<file path="src/rtl/t03_video_pkg.sv">
// t03_video_pkg: default 800x600 timing constants, derived totals and FSM state encoding
package t03_video_pkg;
  localparam int CW = 11;
  localparam int DEF_H_ACTIVE = 800;
  localparam int DEF_H_FP = 56;
  localparam int DEF_H_SYNC = 120;
  localparam int DEF_H_BP = 64;
  localparam int DEF_V_ACTIVE = 600;
  localparam int DEF_V_FP = 37;
  localparam int DEF_V_SYNC = 6;
  localparam int DEF_V_BP = 23;
  localparam int DEF_H_TOTAL = DEF_H_ACTIVE + DEF_H_FP + DEF_H_SYNC + DEF_H_BP;
  localparam int DEF_V_TOTAL = DEF_V_ACTIVE + DEF_V_FP + DEF_V_SYNC + DEF_V_BP;
  typedef logic [1:0] state_t;
  localparam state_t ST_IDLE = 2'd0;
  localparam state_t ST_RUN = 2'd1;
  localparam state_t ST_STOP = 2'd2;
  function automatic logic in_win(logic [CW-1:0] c, int lo, int len);
    return c >= CW'(lo) && c <= CW'(lo + len - 1);
  endfunction
endpackage

</file>
<file path="src/rtl/t03_timing_axis_counter.sv">
// t03_timing_axis_counter: one raster axis, advancing on request and wrapping after MAX
module t03_timing_axis_counter import t03_video_pkg::*; #(
  parameter int MAX = DEF_H_TOTAL - 1
) (
  input  logic          clk,
  input  logic          nrst,
  input  logic          adv,
  output logic [CW-1:0] count,
  output logic [CW-1:0] count_nxt,
  output logic          tc
);
  localparam logic [CW-1:0] MAXV = CW'(MAX);
  assign tc = count == MAXV;
  assign count_nxt = adv ? (tc ? '0 : count + CW'(1)) : count;
  // Count register; cleared by reset and otherwise follows the advance/wrap decode
  always_ff @(posedge clk or negedge nrst)
    if (!nrst) count <= '0;
    else count <= count_nxt;
endmodule

</file>
<file path="src/rtl/t03_display_timing_ctrl.sv">
// t03_display_timing_ctrl: raster timing generator with registered syncs aligned to x/y
module t03_display_timing_ctrl import t03_video_pkg::*; #(
  parameter int   H_ACTIVE = DEF_H_ACTIVE,
  parameter int   H_FP     = DEF_H_FP,
  parameter int   H_SYNC   = DEF_H_SYNC,
  parameter int   H_BP     = DEF_H_BP,
  parameter int   V_ACTIVE = DEF_V_ACTIVE,
  parameter int   V_FP     = DEF_V_FP,
  parameter int   V_SYNC   = DEF_V_SYNC,
  parameter int   V_BP     = DEF_V_BP,
  parameter logic SYNC_POL = 1'b1
) (
  input  logic        clk,
  input  logic        nrst,
  input  logic        en,
  output logic [10:0] x,
  output logic [10:0] y,
  output logic        hsync,
  output logic        vsync,
  output logic        de,
  output logic        blank,
  output logic        line_end,
  output logic        frame_start,
  output logic        busy
);
  localparam int H_TOTAL = H_ACTIVE + H_FP + H_SYNC + H_BP;
  localparam int V_TOTAL = V_ACTIVE + V_FP + V_SYNC + V_BP;
  if (H_TOTAL > 2048 || V_TOTAL > 2048) begin : g_total_check
    $error("t03_display_timing_ctrl: H_TOTAL and V_TOTAL must not exceed 2048");
  end
  state_t st, st_nxt;
  logic run, act, de_nxt, h_tc, v_tc;
  logic [CW-1:0] x_nxt, y_nxt;
  assign run = st != ST_IDLE;
  t03_timing_axis_counter #(.MAX(H_TOTAL - 1)) u_h (
    .clk(clk), .nrst(nrst), .adv(run), .count(x), .count_nxt(x_nxt), .tc(h_tc)
  );
  t03_timing_axis_counter #(.MAX(V_TOTAL - 1)) u_v (
    .clk(clk), .nrst(nrst), .adv(run && h_tc), .count(y), .count_nxt(y_nxt), .tc(v_tc)
  );
  // STOP keeps counting until the frame's last pixel; a renewed en resumes RUN in place
  always_comb
    st_nxt = st == ST_IDLE ? (en ? ST_RUN : ST_IDLE)
           : en ? ST_RUN
           : (st == ST_RUN || !(h_tc && v_tc)) ? ST_STOP : ST_IDLE;
  assign act = st_nxt != ST_IDLE;
  assign de_nxt = act && x_nxt < CW'(H_ACTIVE) && y_nxt < CW'(V_ACTIVE);
  // Outputs decoded from next-state/next-count so they land in the same cycle as x/y
  always_ff @(posedge clk or negedge nrst)
    if (!nrst) begin
      st <= ST_IDLE;
      hsync <= ~SYNC_POL;
      vsync <= ~SYNC_POL;
      de <= 1'b0;
      blank <= 1'b1;
      line_end <= 1'b0;
      frame_start <= 1'b0;
      busy <= 1'b0;
    end else begin
      st <= st_nxt;
      hsync <= (act && in_win(x_nxt, H_ACTIVE + H_FP, H_SYNC)) ? SYNC_POL : ~SYNC_POL;
      vsync <= (act && in_win(y_nxt, V_ACTIVE + V_FP, V_SYNC)) ? SYNC_POL : ~SYNC_POL;
      de <= de_nxt;
      blank <= ~de_nxt;
      line_end <= act && x_nxt == CW'(H_TOTAL - 1);
      frame_start <= act && x_nxt == '0 && y_nxt == '0;
      busy <= act;
    end
endmodule

</file>
<file path="config.mk">
export PLATFORM = sky130hd
export DESIGN_NAME = t03_display_timing_ctrl
export DESIGN_NICKNAME = d
export VERILOG_FILES = /design/src/rtl/t03_video_pkg.sv /design/src/rtl/t03_timing_axis_counter.sv /design/src/rtl/t03_display_timing_ctrl.sv
export SDC_FILE = /design/constraint.sdc
export NUM_CORES = 1
export LEC_CHECK = 0
export ABC_AREA = 1
export CORE_MARGIN = 4
export CORE_UTILIZATION = 35
export DETAILED_ROUTE_END_ITERATION = 10
export PLACE_DENSITY = 0.65
export SYNTH_ARGS = -nofsm -noshare
export SYNTH_HDL_FRONTEND = slang
export SYNTH_SLANG_ARGS = --single-unit
</file>
<file path="constraint.sdc">
create_clock -name clk -period 1.95 [get_ports clk]
set_clock_uncertainty 0.15 [all_clocks]
set_input_delay 0.39 -clock clk [delete_from_list [all_inputs] [get_ports clk]]
set_output_delay 0.39 -clock clk [all_outputs]
set_load 0.02 [all_outputs]
</file>
Word-level counts from Yosys, hierarchy flattened
Index checks and enable logic that the tools add are counted.
{ "op_classes": {"addsub": 2, "n_mux": 10, "order_cmp": 6, "n_eq_ne": 4, "bitwise": 1, "n_reduce_logical": 18} }
{ "op_table": {"columns": ["operator", "count"], "rows": [
  ["$mux 11", 4],
  ["$add 11x1->11 const B", 2],
  ["$eq 11x11->1 const B", 2],
  ["$ge 11x10->1 const B", 2],
  ["$le 11x10->1 const B", 2],
  ["$logic_not 11->1", 2],
  ["$lt 11x10->1 const B", 2],
  ["$eq 11x10->1 const B", 1],
  ["$logic_and 1x1->1", 11],
  ["$mux 2", 3],
  ["$reduce_bool 2->1", 2],
  ["$mux 1", 3],
  ["$eq 2x1->1 const B", 1],
  ["$logic_not 2->1", 1],
  ["$logic_not 1->1", 1],
  ["$logic_or 1x1->1", 1],
  ["$not 1->1", 1]
]} }
{ "totals": {"word_cells": 51, "output_inout_bits": 29, "register_bits": 31, "input_bits": 3} }

Logic depth before layout (Yosys ltp)
{ "logic_depth": {"ltp_word": 11, "ltp_mapped": 16, "depth_no_buf": 16} }

By module
Synthesis repeated with hierarchy kept, for this count alone.
{ "unflattened": {"cells_unflattened": 275, "hier_area_um2": 1933.1} }
{ "modules_own_cells": {"columns": ["mod", "area_each_um2", "seq_area_each_um2", "instances", "cells_each"], "rows": [
  ["t03_timing_axis_counter at u_v", 724.4, 275.3, 1, 105],
  ["t03_timing_axis_counter at u_h", 614.3, 275.3, 1, 80],
  ["t03_display_timing_ctrl", 594.3, 226.5, 1, 90]
]} }

Least setup slack after synthesis
No wires, ideal clock.
{ "synth_timing": {"path_type": "reg-to-reg", "start": "register u_h.count[1]", "end": "register vsync", "setup_ns": 0.118, "required_ns": 1.682, "t_arrival_ns": 1.783, "synth_period_minus_slack_ns": 2.051, "path_stages_with_launch": 14, "setup_slack_ns": -0.101, "n_path_buf": 1, "cell_sequence": "dfrtp_1 > ha_1 > nand3_1 > nor2_4 > nand3_4 > buf_6 > nand2_2 > inv_2 > nor2_2 > nand2_1 > a21oi_1 > nand2_1 > nand2_1 > nor2_1"} }
{ "synth_via": {"elab_chain_len": 10, "word_cells_on_any_way": 15, "classes_between": "2 x order compare; 1 x eq/ne; 5 x mux; 7 x reduce/logical"} }
{ "synth_lines": {"columns": ["element", "line_no", "source"], "rows": [
  ["from (decl)", "t03_timing_axis_counter.sv:8", "output logic [CW-1:0] count,"],
  ["from (signal assigned)", "t03_timing_axis_counter.sv:18", "else count <= count_nxt;"],
  ["$eq 11x11->1 *", "t03_timing_axis_counter.sv:13", "assign tc = count == MAXV;"],
  ["parallel branches: the longest is 7 deep, another holds $ge 11x10->1", null, null],
  ["$logic_and 1x1->1 *", "t03_display_timing_ctrl.sv:62", "vsync <= (act && in_win(y_nxt, V_ACTIVE + V_FP, V_SYNC)) ? SYNC_POL : ~SYNC_POL;"],
  ["$mux 1 *", "t03_display_timing_ctrl.sv:62", null],
  ["to (signal assigned)", "t03_display_timing_ctrl.sv:53", "vsync <= ~SYNC_POL;"],
  ["to (signal assigned)", "t03_display_timing_ctrl.sv:62", null],
  ["to (decl)", "t03_display_timing_ctrl.sv:19", "output logic vsync,"]
]} }
Every way passes the cells marked *.

Worst setup path in the final report
{ "layout_timing": {"start": "register u_h.count[1]", "end": "register vsync"} }
{ "layout_via": {"word_cells_on_any_way": 15, "classes_between": "2 x order compare; 1 x eq/ne; 5 x mux; 7 x reduce/logical"} }
{ "layout_rtl": {"columns": ["element", "line_no", "source"], "rows": [
  ["$eq 11x11->1 *", "t03_timing_axis_counter.sv:13", null],
  ["$logic_and 1x1->1 *", "t03_display_timing_ctrl.sv:39", ".clk(clk), .nrst(nrst), .adv(run && h_tc), .count(y), .count_nxt(y_nxt), .tc(v_tc)"],
  ["$mux 11 *", "t03_timing_axis_counter.sv:14", "assign count_nxt = adv ? (tc ? '0 : count + CW'(1)) : count;"],
  ["via u_v.count_nxt[1]", "t03_timing_axis_counter.sv:9", "output logic [CW-1:0] count_nxt,"],
  ["$ge 11x10->1 / $le 11x10->1 (equally long branches)", "t03_video_pkg.sv:19", "return c >= CW'(lo) && c <= CW'(lo + len - 1);"],
  ["$logic_and 1x1->1 *", "t03_video_pkg.sv:19", null],
  ["$logic_and 1x1->1 *", "t03_display_timing_ctrl.sv:62", null],
  ["$mux 1 *", "t03_display_timing_ctrl.sv:62", null]
]} }
The timed path passes the listed nets; every way through them passes the cells marked *.

==> metrics.md <==
| Metric | Value |
|---|---|
| Area of the die | `around 7500 um2` |
| Initial antenna violation count | `0` |
| Hold crit path type | `input pin to asynchronous set/reset pin` |
| Number of distinct library cells after synthesis | `28` |
| Number of nets in the synthesized netlist | `around 340` |
| Run status | `complete, but fails checks` |
| Die span in x | `86.64 um` |
| Post-detailed-route count of antenna-violating nets | `0` |
| RSZ-0062 raised after global routing | `yes` |
| Initial core utilization | `36.34%` |
| Crit-path max cell delay | `0.39 ns` |
| Cell types occupying the most area after synthesis | `dfrtp_1 35%, nand2_1 16%, nor2_1 10%` |
| Non-filler cells in the finished layout | `499` |
| Via count of the first global-routing pass | `~2200` |
| End-of-flow core utilization | `between 50% and 60%` |
| Most instantiated flip-flop cell in the synthesis netlist | `dfrtp_1` |
| Clock latency on the worst-skew pair | `between 0.2 and 0.3 ns` |
| Number of enable flip-flop cells after synthesis | `0` |
| Clock slew at reported path FFs | `0.07 ns` |
| Pin count of the biggest net entering global routing | `32` |
| Max-cap check violation count | `0` |
| Fraction of final layout cells with drive strength greater than 1 | `33.96%` |
| Critical-path cell list | `ha_4, nand3_2, nor2_4, nand3_4, buf_4, nand2_1, o21ai_4, buf_4, nor2_1, nand3_1, nand2_1, a21oi_1, nor2_1` |
| IO Pins | `32` |
| Worst slew margin | `between 70 and 80%` |
| Violations in the final reports | `negative setup slack` |
| Area of the multi-input gates | `1326 um2` |
| Data required, critical path | `2.02 ns` |
| Cell total after placement | `between 400 and 500` |
| Fraction of synthesis flops using an asynchronous set or reset pin | `100.0%` |
| Height of the die | `86.64 um` |
| Class of the most critical setup path | `flop to flop` |
| Dominant cell by count in the synthesized netlist | `nand2_1` |
| Total detailed-routing wirelength | `6453 um` |
| Final number of hold-violating endpoints | `0` |
| Power density normalized to cell area | `around 730 nW/um2` |
| HPWL Detailed | `around 4700 um` |
| Synthesis-stage register bit count | `31` |
| Final period demand of the worst path | `2.065 ns` |
| Count of inserted antenna diode cells | `0` |
| Iteration-0 DRC count of the detailed router | `134` |
| Relative area change from synthesis to final layout | `52.83%` |
| Flop2flop setup slack | `-0.12 ns` |
| Worst-case vdd ir drop | `0.5878 mV` |
| Number of buffers created by CTS | `5` |
| Most instantiated cells after synthesis | `94 x nand2_1, 58 x nor2_1, 49 x inv_1` |
| Capture instance of the worst register-to-register path | `vsync` |
| Number of vias in the routed layout | `between 2000 and 2500` |
| # clock sinks | `31` |
| Number of placement rows | `28` |
| Number of detailed-routing iterations run before antenna repair | `5` |
| Final worst-path setup slack | `-0.1151 ns` |
| WL/cell | `12.93 um` |
| Biggest fanout along the worst timing path | `4` |
| Launching element type of the critical path | `flop` |
| Number of buffer and inverter instances along the worst setup path | `2` |
| CTS tree | `done` |
| Library cell with the largest summed area after synthesis | `dfrtp_1` |
| Worst path arrival time | `between 2 and 2.5 ns` |
| Layout filler cell count | `583` |
| Slowest stage cell, crit path | `dfrtp_2` |
| Placeable core region | `5956 um2` |
| Global route total overflow | `0` |
| Post-synthesis sequential area ratio | `35.90%` |
| Critical path endpoint category | `flop` |
| Average vias per placed instance | `4.758` |
| Transition at the pin with the smallest max-transition slack | `about 0.41 ns` |
| Post-detailed-route DRC marker count | `0` |
| Last weighted congestion value of the routability-driven placer | `0.8980` |
| Cell family contributing the most delay on the critical path | `simple AND/OR/NAND/NOR gates` |
| Global Route Usage Sum | `~17%` |
| Global-route wire length before repair | `10300 um` |
| Clock Tree Buf Depth | `2` |
| Highest Clock Rate | `~480 MHz` |
| CTS hold repair buffers | `0` |
| Area share of the largest cell type after synthesis | `a little over a third` |
| Buffer type at the clock tree root | `clkbuf_8` |
| Startpoint of the worst register-to-register path | `u_h.count[1]` |
| Post-synthesis instance total | `330` |
| Syn. warnings | `0` |
| Final period utilization | `105.9%` |
| Final Slew Violations | `0` |
| H-tree level count | `2` |
| Mean cell area of the mapped netlist | `6.559 um2` |
| Number of port buffers | `31` |
| Worst Reg2Reg Path Length in Cells | `13` |
| Post-layout net count | `429` |
| Static Leak | `0.001777 uW` |
| Storage cell area | `785.8 um2` |
| Cell area after synthesis | `about 2200 um2` |
| Final number of setup-violating endpoints | `5` |
worst max-delay path by stage:
stage / endpoint / cells after the start / slack (ns) / from
6_report: vsync / 13 / -0.12 / u_h.count[1]
5_1_grt: de / 11 / -0.28 / u_h.count[1]
4_1_cts: de / 13 / -0.06 / u_h.count[1]
3_5_place_dp: vsync / 14 / -0.14 / u_h.count[0]
3_3_place_gp: vsync / 14 / -0.16 / u_h.count[0]
2_1_floorplan: de / 12 / 0.004 / u_h.count[1]
area by class of cell:
type | instances | area share [%]
inverters | 58 | 6.657
repair buffers | 88 | 23.90
multi-input cells | 239 | 40.09
flip-flops and latches | 31 | 23.75
clock buffers | 7 | 2.610
clock inverters | 1 | 0.1513
well taps | 75 | 2.837
state kept, by name (all words and copies together), names as in the netlist:
signal       flops
u_v.count       11
u_h.count       11
line_end         1
vsync            1
blank            1
st               2
hsync            1
frame_start      1
busy             1
de               1
routing by layer:
layer	up-vias	wire (um)	GRT usage, %
met2	55	3204	29.62
met5	-	0	0
met3	6	274	3.042
met1	1113	2915	22.86
li1	1200	-	-
met4	0	59	4.391
where the power goes:
| group | total (uW) | switching (uW) | internal [uW] |
|---|---|---|---|
| clock network | 531 | 246 | 285 |
| logic | 1090 | 628 | 458 |
| registers | 811 | 80.6 | 731 |
| total | 2430 | 955 | 1470 |
cells by family (layout without fill, tap and decap cells):
kind of cell	count (synthesis)	count (layout)	share of synthesized area, %
AO/OA/AOI/OAI	18	18	5.896
AND/OR/NAND/NOR	213	213	43.64
flip-flops	31	31	35.90
adder cells (fa/ha/maj)	3	3	1.734
buffers and inverters	60	154	10.81
XOR/XNOR	5	5	2.023
placed cells by master, fill, tap and decap left out, drive strengths merged, types with 8 or more instances in the layout:
cell type | Yosys | routed
nand2 | 101 | 101
nand3 | 32 | 32
nor2 | 66 | 66
clkdlybuf4s50 | 0 | 11
dlymetal6s2s | 0 | 8
buf | 2 | 57
inv | 57 | 57
nand4 | 8 | 8
dlygate4sd2 | 0 | 12
dfrtp | 30 | 30
o21ai | 10 | 10
timing repair:
item,in CTS,in global routing
gates resized for setup,37,39
setup buffers,4,2
pin swaps,8,13
gates cloned,1,0
endpoints found under the setup margin,18,15
per-stage QoR:
stage	instance area (um2)	power, uW	hold WS, ns	TNS, ns	setup slack [ns]
detailed placement	2950	1780	0.4363	-0.3784	-0.1353
finish	3308	2429	0.3544	-0.3138	-0.1151
CTS	3168	2351	0.3739	-0.1461	-0.05868
floorplan	2175	1321	-0.05559	0	0.004387
global placement	2950	1778	0.4431	-0.2089	-0.1615
global route	3308	2581	0.4201	-1.293	-0.2841
worst register-to-register path: stages (launching register included):
cell and delay (ns):
dfrtp_2 0.39, ha_4 0.17, nand3_2 0.10, nor2_4 0.11, nand3_4 0.13, buf_4 0.19
nand2_1 0.11, o21ai_4 0.10, buf_4 0.14, nor2_1 0.12, nand3_1 0.09, nand2_1 0.07
a21oi_1 0.06, nor2_1 0.09
Note: power is estimated with default switching activity, not from simulation.
